`src/rtl/sync_pkg.sv`:
```
// Shared limits and helpers for the multi-flop synchronizer slice.
package sync_pkg;

  localparam int MAX_CH         = 32;
  localparam int MIN_STAGES     = 2;
  localparam int MAX_STAGES     = 5;
  localparam int MAX_FILTER_LEN = 255;

  // A bypassed filter still gets a 1-bit counter width so declarations stay legal.
  function automatic int counterWidth(input int filterLen);
    return (filterLen < 1) ? 1 : $clog2(filterLen + 1);
  endfunction

endpackage

```
`src/rtl/sync_filter_ch.sv`:
```
// One channel's glitch filter and edge detector.
// Sits behind that channel's synchronizer chain.
module sync_filter_ch
  import sync_pkg::*;
#(
  parameter int   FILTER_LEN = 0,
  parameter logic RESET_VAL  = 1'b0
) (
  input  logic clk_i,
  input  logic rst_i,
  input  logic chain_i,
  output logic sync_o,
  output logic rise_o,
  output logic fall_o
);

  localparam int CW = counterWidth(FILTER_LEN);

  logic prev_q;

  generate
    if (FILTER_LEN == 0) begin : g_bypass
      assign sync_o = chain_i;
    end else begin : g_filter
      localparam logic [CW-1:0] LAST = CW'(FILTER_LEN - 1);

      logic [CW-1:0] cnt_q, cnt_d;
      logic          filt_q, filt_d;

      // Any agreement, or a completed qualification, restarts the count from zero.
      always_comb begin
        cnt_d  = '0;
        filt_d = filt_q;
        if (chain_i != filt_q) begin
          if (cnt_q == LAST) begin
            filt_d = chain_i;
          end else begin
            cnt_d = cnt_q + 1'b1;
          end
        end
      end

      always_ff @(posedge clk_i) begin
        if (rst_i) begin
          cnt_q  <= '0;
          filt_q <= RESET_VAL;
        end else begin
          cnt_q  <= cnt_d;
          filt_q <= filt_d;
        end
      end

      assign sync_o = filt_q;
    end
  endgenerate

  // prev_q resets to the same value as the output, so leaving reset never pulses.
  always_ff @(posedge clk_i) begin
    if (rst_i) begin
      prev_q <= RESET_VAL;
    end else begin
      prev_q <= sync_o;
    end
  end

  assign rise_o = sync_o & ~prev_q;
  assign fall_o = ~sync_o & prev_q;

endmodule

```
`src/rtl/synchronizer_nff.sv`:
```
// N-channel multi-flop synchronizer with optional per-channel glitch filter and edge pulses.
// Channels are independent; multi-bit buses must be Gray-coded upstream.
module synchronizer_nff
  import sync_pkg::*;
#(
  parameter int                NUM_CH     = 4,
  parameter int                STAGES     = 2,
  parameter int                FILTER_LEN = 0,
  parameter logic [NUM_CH-1:0] RESET_VAL  = '0
) (
  input  logic              clk_i,
  input  logic              rst_i,
  input  logic [NUM_CH-1:0] data_i,
  output logic [NUM_CH-1:0] data_sync_o,
  output logic [NUM_CH-1:0] rise_o,
  output logic [NUM_CH-1:0] fall_o,
  output logic              any_change_o
);

  generate
    if (NUM_CH < 1 || NUM_CH > MAX_CH) begin : g_badNumCh
      $error("synchronizer_nff: NUM_CH out of range 1..32");
    end
    if (STAGES < MIN_STAGES || STAGES > MAX_STAGES) begin : g_badStages
      $error("synchronizer_nff: STAGES out of range 2..5");
    end
    if (FILTER_LEN < 0 || FILTER_LEN > MAX_FILTER_LEN) begin : g_badFilterLen
      $error("synchronizer_nff: FILTER_LEN out of range 0..255");
    end
  endgenerate

  // Bare flop-to-flop chain so synthesis can tag the stages as synchronizer cells.
  logic [NUM_CH-1:0] chain_q [STAGES];

  always_ff @(posedge clk_i) begin
    if (rst_i) begin
      for (int s = 0; s < STAGES; s++) begin
        chain_q[s] <= RESET_VAL;
      end
    end else begin
      chain_q[0] <= data_i;
      for (int s = 1; s < STAGES; s++) begin
        chain_q[s] <= chain_q[s-1];
      end
    end
  end

  generate
    for (genvar ch = 0; ch < NUM_CH; ch++) begin : g_ch
      sync_filter_ch #(
        .FILTER_LEN (FILTER_LEN),
        .RESET_VAL  (RESET_VAL[ch])
      ) u_filter (
        .clk_i   (clk_i),
        .rst_i   (rst_i),
        .chain_i (chain_q[STAGES-1][ch]),
        .sync_o  (data_sync_o[ch]),
        .rise_o  (rise_o[ch]),
        .fall_o  (fall_o[ch])
      );
    end
  endgenerate

  assign any_change_o = |(rise_o | fall_o);

endmodule

```
`config.mk`:
```
export PLATFORM = sky130hd
export DESIGN_NAME = synchronizer_nff
export DESIGN_NICKNAME = d
export VERILOG_FILES = /design/src/rtl/sync_pkg.sv /design/src/rtl/sync_filter_ch.sv /design/src/rtl/synchronizer_nff.sv
export SDC_FILE = /design/constraint.sdc
export NUM_CORES = 1
export LEC_CHECK = 0
export CAP_MARGIN = 0
export CORE_AREA = 2 2 39 41
export DETAILED_ROUTE_END_ITERATION = 12
export DIE_AREA = 0 0 41 43
export GPL_TIMING_DRIVEN = 0
export PLACE_DENSITY = 0.61
export SETUP_SLACK_MARGIN = 0.4
export SLEW_MARGIN = 20
export SYNTH_ARGS = -nofsm -noshare
export SYNTH_HDL_FRONTEND = slang
export SYNTH_HIERARCHICAL = 1
export SYNTH_SLANG_ARGS = --single-unit
```
`constraint.sdc`:
```
create_clock -name clk_i -period 1 [get_ports clk_i]
set_input_delay 0.2 -clock clk_i [delete_from_list [all_inputs] [get_ports clk_i]]
set_output_delay 0.2 -clock clk_i [all_outputs]
set_load 0.05 [all_outputs]
```
==> results of run 1 <==
==> state kept, by name, summed over array words and instances (netlist names) <==
| signal | cells |
|---|---|
| g_ch.u_filter/prev_q | 4 |
| chain_q | 8 |
==> power groups by stage <==
stage	logic (mW)	registers, mW	clock network [mW]
final	0.245	0.511	0.367
after global routing	0.257	0.514	0.417
after CTS	0.239	0.511	0.388
after detailed placement	0.208	0.525	0
after global placement	0.207	0.524	0
after floorplan	0.139	0.523	0
==> through the flow <==
step	power [mW]	util	worst slack (ns)
final	1.12	0.602	-0.444
after global routing	1.19	0.602	-0.510
after CTS	1.14	0.581	-0.470
after detailed placement	0.733	0.507	-0.735
after global placement	0.732	0.507	-0.727
after floorplan	0.662	-	-0.226
==> worst paths after layout <==
path | end | cells after the start | from | slack, ns
hold / removal | g_ch[2].u_filter/prev_q | 2 | rst_i | 0.34
hold reg to reg | chain_q[0][7] | 1 | chain_q[0][3] | 0.43
setup / recovery | any_change_o | 4 | chain_q[0][7] | -0.44
setup reg to reg | g_ch[2].u_filter/prev_q | 1 | chain_q[0][6] | 0.39
==> cell type report <==
cell class,count,area [µm²]
timing repair buffer,21,243
tap,16,20.0
buffer,4,37.5
sequential,12,255
fill,125,551
clock buffer,4,36.3
multi-input combinational,23,241
==> what timing repair did <==
action	in CTS	in global routing
endpoints found under the setup margin	25	16
resized for setup	103	4
pin swaps	3	0
setup buffers	1	2
==> routing by layer <==
metal | part of all wire | vias up | track usage
met3 | 0.051 | 2 | 0.0157
met4 | 0.010 | 0 | 0.120
met5 | 0 | - | 0
met1 | 0.42 | 138 | 0.154
li1 | - | 167 | -
met2 | 0.51 | 11 | 0.125
==> logic make-up after synthesis <==
family,after synthesis
flops,12
simple gates,23
buf+inv,4
==> cells in the final DEF, fill, tap and decap left out <==
cell type / netlist / final
sky130_fd_sc_hd__buf_4: 4 / 4
sky130_fd_sc_hd__nor2b_2: 0 / 1
sky130_fd_sc_hd__clkbuf_8: 0 / 1
sky130_fd_sc_hd__and2b_1: 4 / 4
sky130_fd_sc_hd__dfxtp_2: 0 / 6
sky130_fd_sc_hd__clkbuf_4: 0 / 3
sky130_fd_sc_hd__nand2_2: 0 / 1
sky130_fd_sc_hd__dfxtp_1: 12 / 4
sky130_fd_sc_hd__buf_8: 0 / 5
sky130_fd_sc_hd__dfxtp_4: 0 / 2
sky130_fd_sc_hd__nor4_4: 0 / 2
sky130_fd_sc_hd__clkdlybuf4s15_2: 0 / 1
sky130_fd_sc_hd__buf_6: 0 / 11
sky130_fd_sc_hd__nor2b_1: 16 / 7
sky130_fd_sc_hd__nor2b_4: 0 / 8
sky130_fd_sc_hd__clkdlybuf4s50_1: 0 / 4
==> critical path, cell delays in order (launching register included) <==
cell	delay (ns)
sky130_fd_sc_hd__dfxtp_2	0.35
sky130_fd_sc_hd__nor2b_4	0.14
sky130_fd_sc_hd__nor4_4	0.26
sky130_fd_sc_hd__nand2_2	0.08
sky130_fd_sc_hd__buf_8	0.15
==> results.md, run 1 <==
Power:
- The switching share of power is 0.254.
- The clock network fraction of total power is 0.327.
- In this run the power density over the cells is 1350 nW/µm².
- The net switching power of the design is between 200 and 300 µW.
- Of the total power, registers draw 0.455.
- The leakage power summed over all cells is about 0.36 nW.
- Of the total power, combinational logic draws 0.218.
- The cell-internal power is 837 µW.
- The worst IR drop on VDD is around 800 µV.

Synthesis:
- The proportion of synthesized flip-flops having asynchronous set or reset is 0.
- The distinct cell type count of the synthesized netlist is 6.
- Among all flip-flop cells after synthesis, the most frequent one is sky130_fd_sc_hd__dfxtp_1.
- The top cell type by total area after synthesis is sky130_fd_sc_hd__dfxtp_1.
- After synthesis, the most frequently instantiated cells are sky130_fd_sc_hd__nor2b_1 (16), sky130_fd_sc_hd__dfxtp_1 (12), sky130_fd_sc_hd__and2b_1 (4), sky130_fd_sc_hd__buf_4 (4), sky130_fd_sc_hd__nor4_1 (2).
- The share of synthesized cell area in and, or, nand and nor gates is 0.351.
- In the synthesized netlist, the number of instances is 39.
- The dominant combinational cell family by area after synthesis is simple AND/OR/NAND/NOR gates.
- Of the total synthesized cell area, the portion taken by XOR and XNOR cells is 0.
- The post-synthesis adder-cell area fraction is 0.
- The synthesized area per cell is around 11 µm².
- The area of the mapped netlist is ~420 µm².
- The number of flip-flops and latches in the synthesized netlist is 12.
- The number of enable-type register cells in the synthesized netlist is 0.
- The share of synthesized area in the top cell type comes to 0.577.
- The share of synthesized area spent on multiplexers is 0.
- Yosys instantiated no cell more often than sky130_fd_sc_hd__nor2b_1.
- The post-synthesis compound-gate area fraction is 0.
- The yosys synthesis warning count is 6.
- The sequential share of the synthesized area is 0.577.
- Ranked by total cell area, the synthesized netlist is headed by sky130_fd_sc_hd__dfxtp_1 (58%), sky130_fd_sc_hd__nor2b_1 (24%), sky130_fd_sc_hd__and2b_1 (7.2%), sky130_fd_sc_hd__buf_4 (7.2%), sky130_fd_sc_hd__nor4_1 (3.0%).
- The synthesized netlist net count is 45.

STA:
- Across all setup checks in the final design, the least slack found is -0.444 ns.
- Hold timing on the final database bottoms out at a slack of roughly 0.34 ns.
- The post-route clock period utilization is 1.44.
- Setup repair after global routing could not meet its margin everywhere.
- In the final timing run, aggregate negative setup slack is -2.56 ns.
- The maximum achievable frequency is a little under 700 MHz.
- The measured slew at the worst slew-check pin is ~0.21 ns.
- The headroom to the max-slew limit is 0.860.
- The setup-violating endpoint count in the final report is 13.
- For the final database, setup skew stands at 0.00318 ns.
- The count of final hold-check violations is 0.
- The shortest period the worst path allows is around 1.4 ns.
- The number of max-slew violations in the final report came to 0.

Worst setup path:
- By startpoint and endpoint, the worst setup path is classified as register to output pin.
- Of all nets on the critical path, the largest fanout is 4.
- For the worst setup path, the data required time is 0.80 ns.
- The critical path arrival is 1.24 ns.
- The type of destination of the critical path is an output pin.
- The worst setup path is launched from a register.

Die:
- The die covers around 1800 µm².
- The initial cell density of the core is 0.301.
- The area of the core region is approximately 1400 µm².
- From bottom edge to top edge, the die measures around 43 µm.
- The die width is between 40 and 50 µm.
- The initialized floorplan defines 14 standard-cell rows.
- The top-level I/O count is 19.

Final layout:
- The finished cells cover 833 µm².
- The repair_antennas step left the layout with diodes totalling 0.
- The area growth from synthesis to final layout is 100%.
- After the flow finishes, the layout carries non-filler instances totaling 80.
- The final-stage net count is a little over 70.
- In the final layout, the share of cells above drive strength 1 is 0.703.

Route:
- The DRC marker count from the first detailed-route iteration is 0.
- For this run, the detailed router's first-pass iteration total came to 1.
- For this run, design rule violations remaining after detail routing come to 0.
- In the routed layout, each cell is associated on average with a via count of ~4.0.
- The total number of vias is 318.
- The residual antenna-violating net count after detailed routing is 0.
- In the final routed layout, each cell accounts on average for 9.75 µm.
- The total length of routed wires is a little under 800 µm.

Hold path:
- The type of the worst min-delay path is input pin to register.

Clock network:
- TritonCTS built the clock tree.
- The number of CTS-inserted buffers is 3.
- The number of sinks on the clock net is 12.
- The CTS H-tree depth is 1.
- The worst-case clock buffer depth is 2.
- The root buffer cell chosen for the clock tree is sky130_fd_sc_hd__clkbuf_4.
- The count of hold-fix buffers inserted at cts is 0.
- Clock-pin slew was measured on the worst setup and hold paths at about 0.070 ns.
- The latest clock arrival within the worst-skew pair is approximately 0.26 ns.

GRT:
- The number of antenna violations at the first check in global routing came to 0.
- The total track usage is 0.109.
- Global routing finished with a remaining overflow of 0.
- The maximum number of pins on one net before global-route repair is 13.
- The number of global-route vias before repair is 298.
- The first global-routing pass estimated 1250 µm of wire.

Placement:
- At the end of routability-driven placement, the weighted congestion stood at 0.541.
- The quantity of I/O buffers inserted on ports is 18.
- The instance area at placement is about 700 µm².
- The number of instances in the placed design is 73.

Outcome:
- The run finished, with violations left.
- The checks that failed: setup timing.

Run:
- The number of maximum-capacitance constraint violations is 0.
Note: power is estimated with default switching activity, not from simulation.
==> run 2, diff against run 1 <==
--- a/config.mk
+++ b/config.mk
@@ -10,7 +10,7 @@
 export DETAILED_ROUTE_END_ITERATION = 12
 export DIE_AREA = 0 0 41 43
 export GPL_TIMING_DRIVEN = 0
-export PLACE_DENSITY = 0.61
+export PLACE_DENSITY = 0.64
 export SETUP_SLACK_MARGIN = 0.4
 export SLEW_MARGIN = 20
 export SYNTH_ARGS = -nofsm -noshare
==> constraint.sdc (replaced) <==
create_clock -name clk_i -period 1.23 [get_ports clk_i]
set_input_delay 0.246 -clock clk_i [delete_from_list [all_inputs] [get_ports clk_i]]
set_output_delay 0.246 -clock clk_i [all_outputs]
set_load 0.05 [all_outputs]
==> results.md, run 2 (synthesized netlist as in run 1, its figures left out) <==
Run:
- The number of maximum-capacitance constraint violations is 0 (unchanged).

STA:
- The worst setup skew after layout is 0.00163 ns (-0.00155 ns).
- The headroom to the max-slew limit is 0.763 (-0.0971).
- Setup repair after global routing could not meet its margin everywhere.
- The post-route setup TNS is -0.485 ns (+2.07 ns).
- The final critical-path setup slack is -0.256 ns (+0.188 ns).
- Dividing the final minimum period by the clock period gives 1.21.
- The number of max-slew violations in the final report is 0 (unchanged).
- The measured slew at the worst slew-check pin is 0.356 ns (+0.147 ns).
- The count of final hold-check violations is 0 (unchanged).
- The setup-violating endpoint count in the final report is 6 (-7).
- After layout, the minimum clock period comes to around 1.5 ns.
- For this run, the top clock speed supported by timing is slightly below 700 MHz.

Placement:
- The number of instances in the placed design is 73 (unchanged).
- The quantity of I/O buffers inserted on ports came to 18 (unchanged).
- The placer congestion estimate is 0.548 (+1.3%).

Clock network:
- TritonCTS built the clock tree.
- The root buffer cell is sky130_fd_sc_hd__clkbuf_4.
- The latest clock arrival within the worst-skew pair was 0.26 ns (about the same).
- The count of hold-fix buffers inserted at cts is 0 (unchanged).
- The number of CTS-inserted buffers is 3 (unchanged).
- The CTS H-tree depth was 1 (unchanged).
- The clock slew at the register clock pins of the worst setup and hold paths is 0.07 ns (about the same).
- The number of sinks on the clock net is 12 (unchanged).
- The worst-case clock buffer depth is 2 (unchanged).

Final layout:
- The top cell types in the final layout, fill and taps aside, are sky130_fd_sc_hd__buf_8 (9), sky130_fd_sc_hd__nor2b_1 (8), sky130_fd_sc_hd__nor2b_4 (8), sky130_fd_sc_hd__buf_6 (8), sky130_fd_sc_hd__dfxtp_2 (5).
- The register with the most flip-flops is chain_q.
- The antenna cell count is 0 (unchanged).
- The ratio of cells with drive above 1 in the final layout came to 0.677 (-0.0262).
- The commonest non-fill, non-tap cell in the layout is sky130_fd_sc_hd__buf_8.
- The final-stage net count came to 72 (+1.4%).
- The fill cell total of the finished layout came to 106 (-15%).
- The area growth from synthesis to final layout is 106%.
- The post-route non-filler standard cell count was 81 (+1.3%).
- The number of flip-flops under the largest register name is 8 (unchanged).
- The largest registers in the layout are chain_q (8), g_ch.u_filter/prev_q (4).

Outcome:
- The flow ran to the end, but the final reports show violations.
- The checks that failed: setup timing.

Die:
- The number of cell rows was 14 (unchanged).
- The top-level I/O count came to 19 (unchanged).
- The area enclosed by the die boundary is 1760 µm² (unchanged).
- The initial cell density of the core is 0.301 (unchanged).
- The die width was 41 µm (unchanged).
- The die height came to 43 µm (unchanged).
- The area of the core region is 1380 µm² (unchanged).

Power:
- The leakage power summed over all cells is 0.376 nW (+3.0%).
- The power consumption is 907 µW (-19%).
- The power per cell area is 1060 nW/µm² (-21%).
- The worst IR drop on VDD was 473 µV (-42%).

Route:
- The routed length per instance was 8.22 µm (-16%).
- The total length of routed wires was 666 µm (-15%).
- The number of iterations in the first detailed-routing pass is 1 (unchanged).
- The residual antenna-violating net count after detailed routing came to 0 (unchanged).
- The DRC marker count from the first detailed-route iteration is 0 (unchanged).
- The average via count per standard cell was 4.12 (+3.7%).
- The total number of vias is 334 (+5.0%).
- The count of unresolved DRC violations after routing is 0 (unchanged).

Worst setup path:
- The biggest fanout along the worst timing path is 2 (-2).
- STA classifies the critical path endpoint as an output pin.
- The start-to-end type of the worst setup path is register to output pin.
- The minimum setup slack among reg-to-reg paths is 0.62 ns (+0.23 ns).
- The worst reg2reg path startpoint is chain_q[0][5].
- The critical path arrival was 1.24 ns (about the same).
- The worst setup path is launched from a register.
- The required arrival time at the worst endpoint is 0.98 ns (+0.18 ns).
- The worst register-to-register path ends at g_ch[1].u_filter/prev_q.
- The depth of the worst register-to-register path came to 1 (unchanged).

GRT:
- The number of antenna violations at the first check in global routing is 0 (unchanged).
- The number of global-route vias before repair was 301 (+1.0%).
- The total track usage was 0.0944 (-0.0143).
- The final global-route overflow total was 0 (unchanged).
- The maximum number of pins on one net before global-route repair was 13 (unchanged).
- The wire length of the first global-routing pass is 1090 µm (-13%).

Hold path:
- For hold timing, the worst endpoint is chain_q[0][7].
- The startpoint of the tightest hold check path is chain_q[0][3].
- The number of cells on the worst hold path was 1 (-1).
- The type of the worst min-delay path is register to register.
[run 2: layer usage]
layer	routed length, µm	GRT usage	part of all wire	vias up
met5	0	0	0	-
met4	19	0.100	0.029	0
met3	52	0.0157	0.078	2
met2	331	0.144	0.50	16
met1	262	0.0967	0.39	145
li1	-	-	-	171
[run 2: power breakdown]
group | leakage (nW) | internal (mW) | switching [mW]
logic | 0.252 | 0.0998 | 0.100
clock network | 0.0210 | 0.179 | 0.114
registers | 0.103 | 0.401 | 0.0120
total | 0.376 | 0.681 | 0.227
[run 2: layout make-up]
type                       count  area, µm²  area share
sequential                    12        258       0.301
multi-input combinational     23        239       0.279
clock buffer                   4       36.3      0.0423
timing repair buffer          22        267       0.311
tap                           16       20.0      0.0234
buffer                         4       37.5      0.0438
[run 2: what timing repair did]
item | 4_1_cts | 5_1_grt
setup endpoints to repair | 25 | 13
resized for setup | 104 | 6
pin swaps | 2 | 0
buffers inserted | 3 | 1
[run 2: metrics by stage]
| stage | hold WS (ns) | setup WS (ns) | area (µm²) | utilization |
|---|---|---|---|---|
| after floorplan | 0.310 | -0.0424 | 502 | - |
| after global placement | 0.413 | -0.534 | 702 | 0.507 |
| after detailed placement | 0.421 | -0.537 | 702 | 0.507 |
| after CTS | 0.438 | -0.283 | 822 | 0.594 |
| after global routing | 0.457 | -0.324 | 857 | 0.619 |
| final | 0.433 | -0.256 | 857 | 0.619 |
[run 2: worst max path at each step]
stage                   end               startpoint  slack, ns  cells after the start
4_1_cts        any_change_o            chain_q[0][7]      -0.28                      4
2_1_floorplan  any_change_o            chain_q[0][5]      -0.04                      3
3_3_place_gp   any_change_o            chain_q[0][5]      -0.53                      4
6_report       any_change_o  g_ch[0].u_filter/prev_q      -0.26                      4
3_5_place_dp   any_change_o            chain_q[0][5]      -0.54                      4
5_1_grt        any_change_o            chain_q[0][7]      -0.32                      4
[run 2: critical path: stages (launching register included)]
cell	delay, ns
sky130_fd_sc_hd__dfxtp_2	0.34
sky130_fd_sc_hd__nor2b_4	0.14
sky130_fd_sc_hd__nor4_4	0.28
sky130_fd_sc_hd__nand2_2	0.07
sky130_fd_sc_hd__buf_6	0.15
==> run 3, diff against run 2 <==
--- a/config.mk
+++ b/config.mk
@@ -7,6 +7,7 @@
 export LEC_CHECK = 0
 export CAP_MARGIN = 0
 export CORE_AREA = 2 2 39 41
+export CTS_CLUSTER_DIAMETER = 100
 export DETAILED_ROUTE_END_ITERATION = 12
 export DIE_AREA = 0 0 41 43
 export GPL_TIMING_DRIVEN = 0
==> results of run 3 <==
No change in the layout: final DEF, timing and power equal those of run 2.
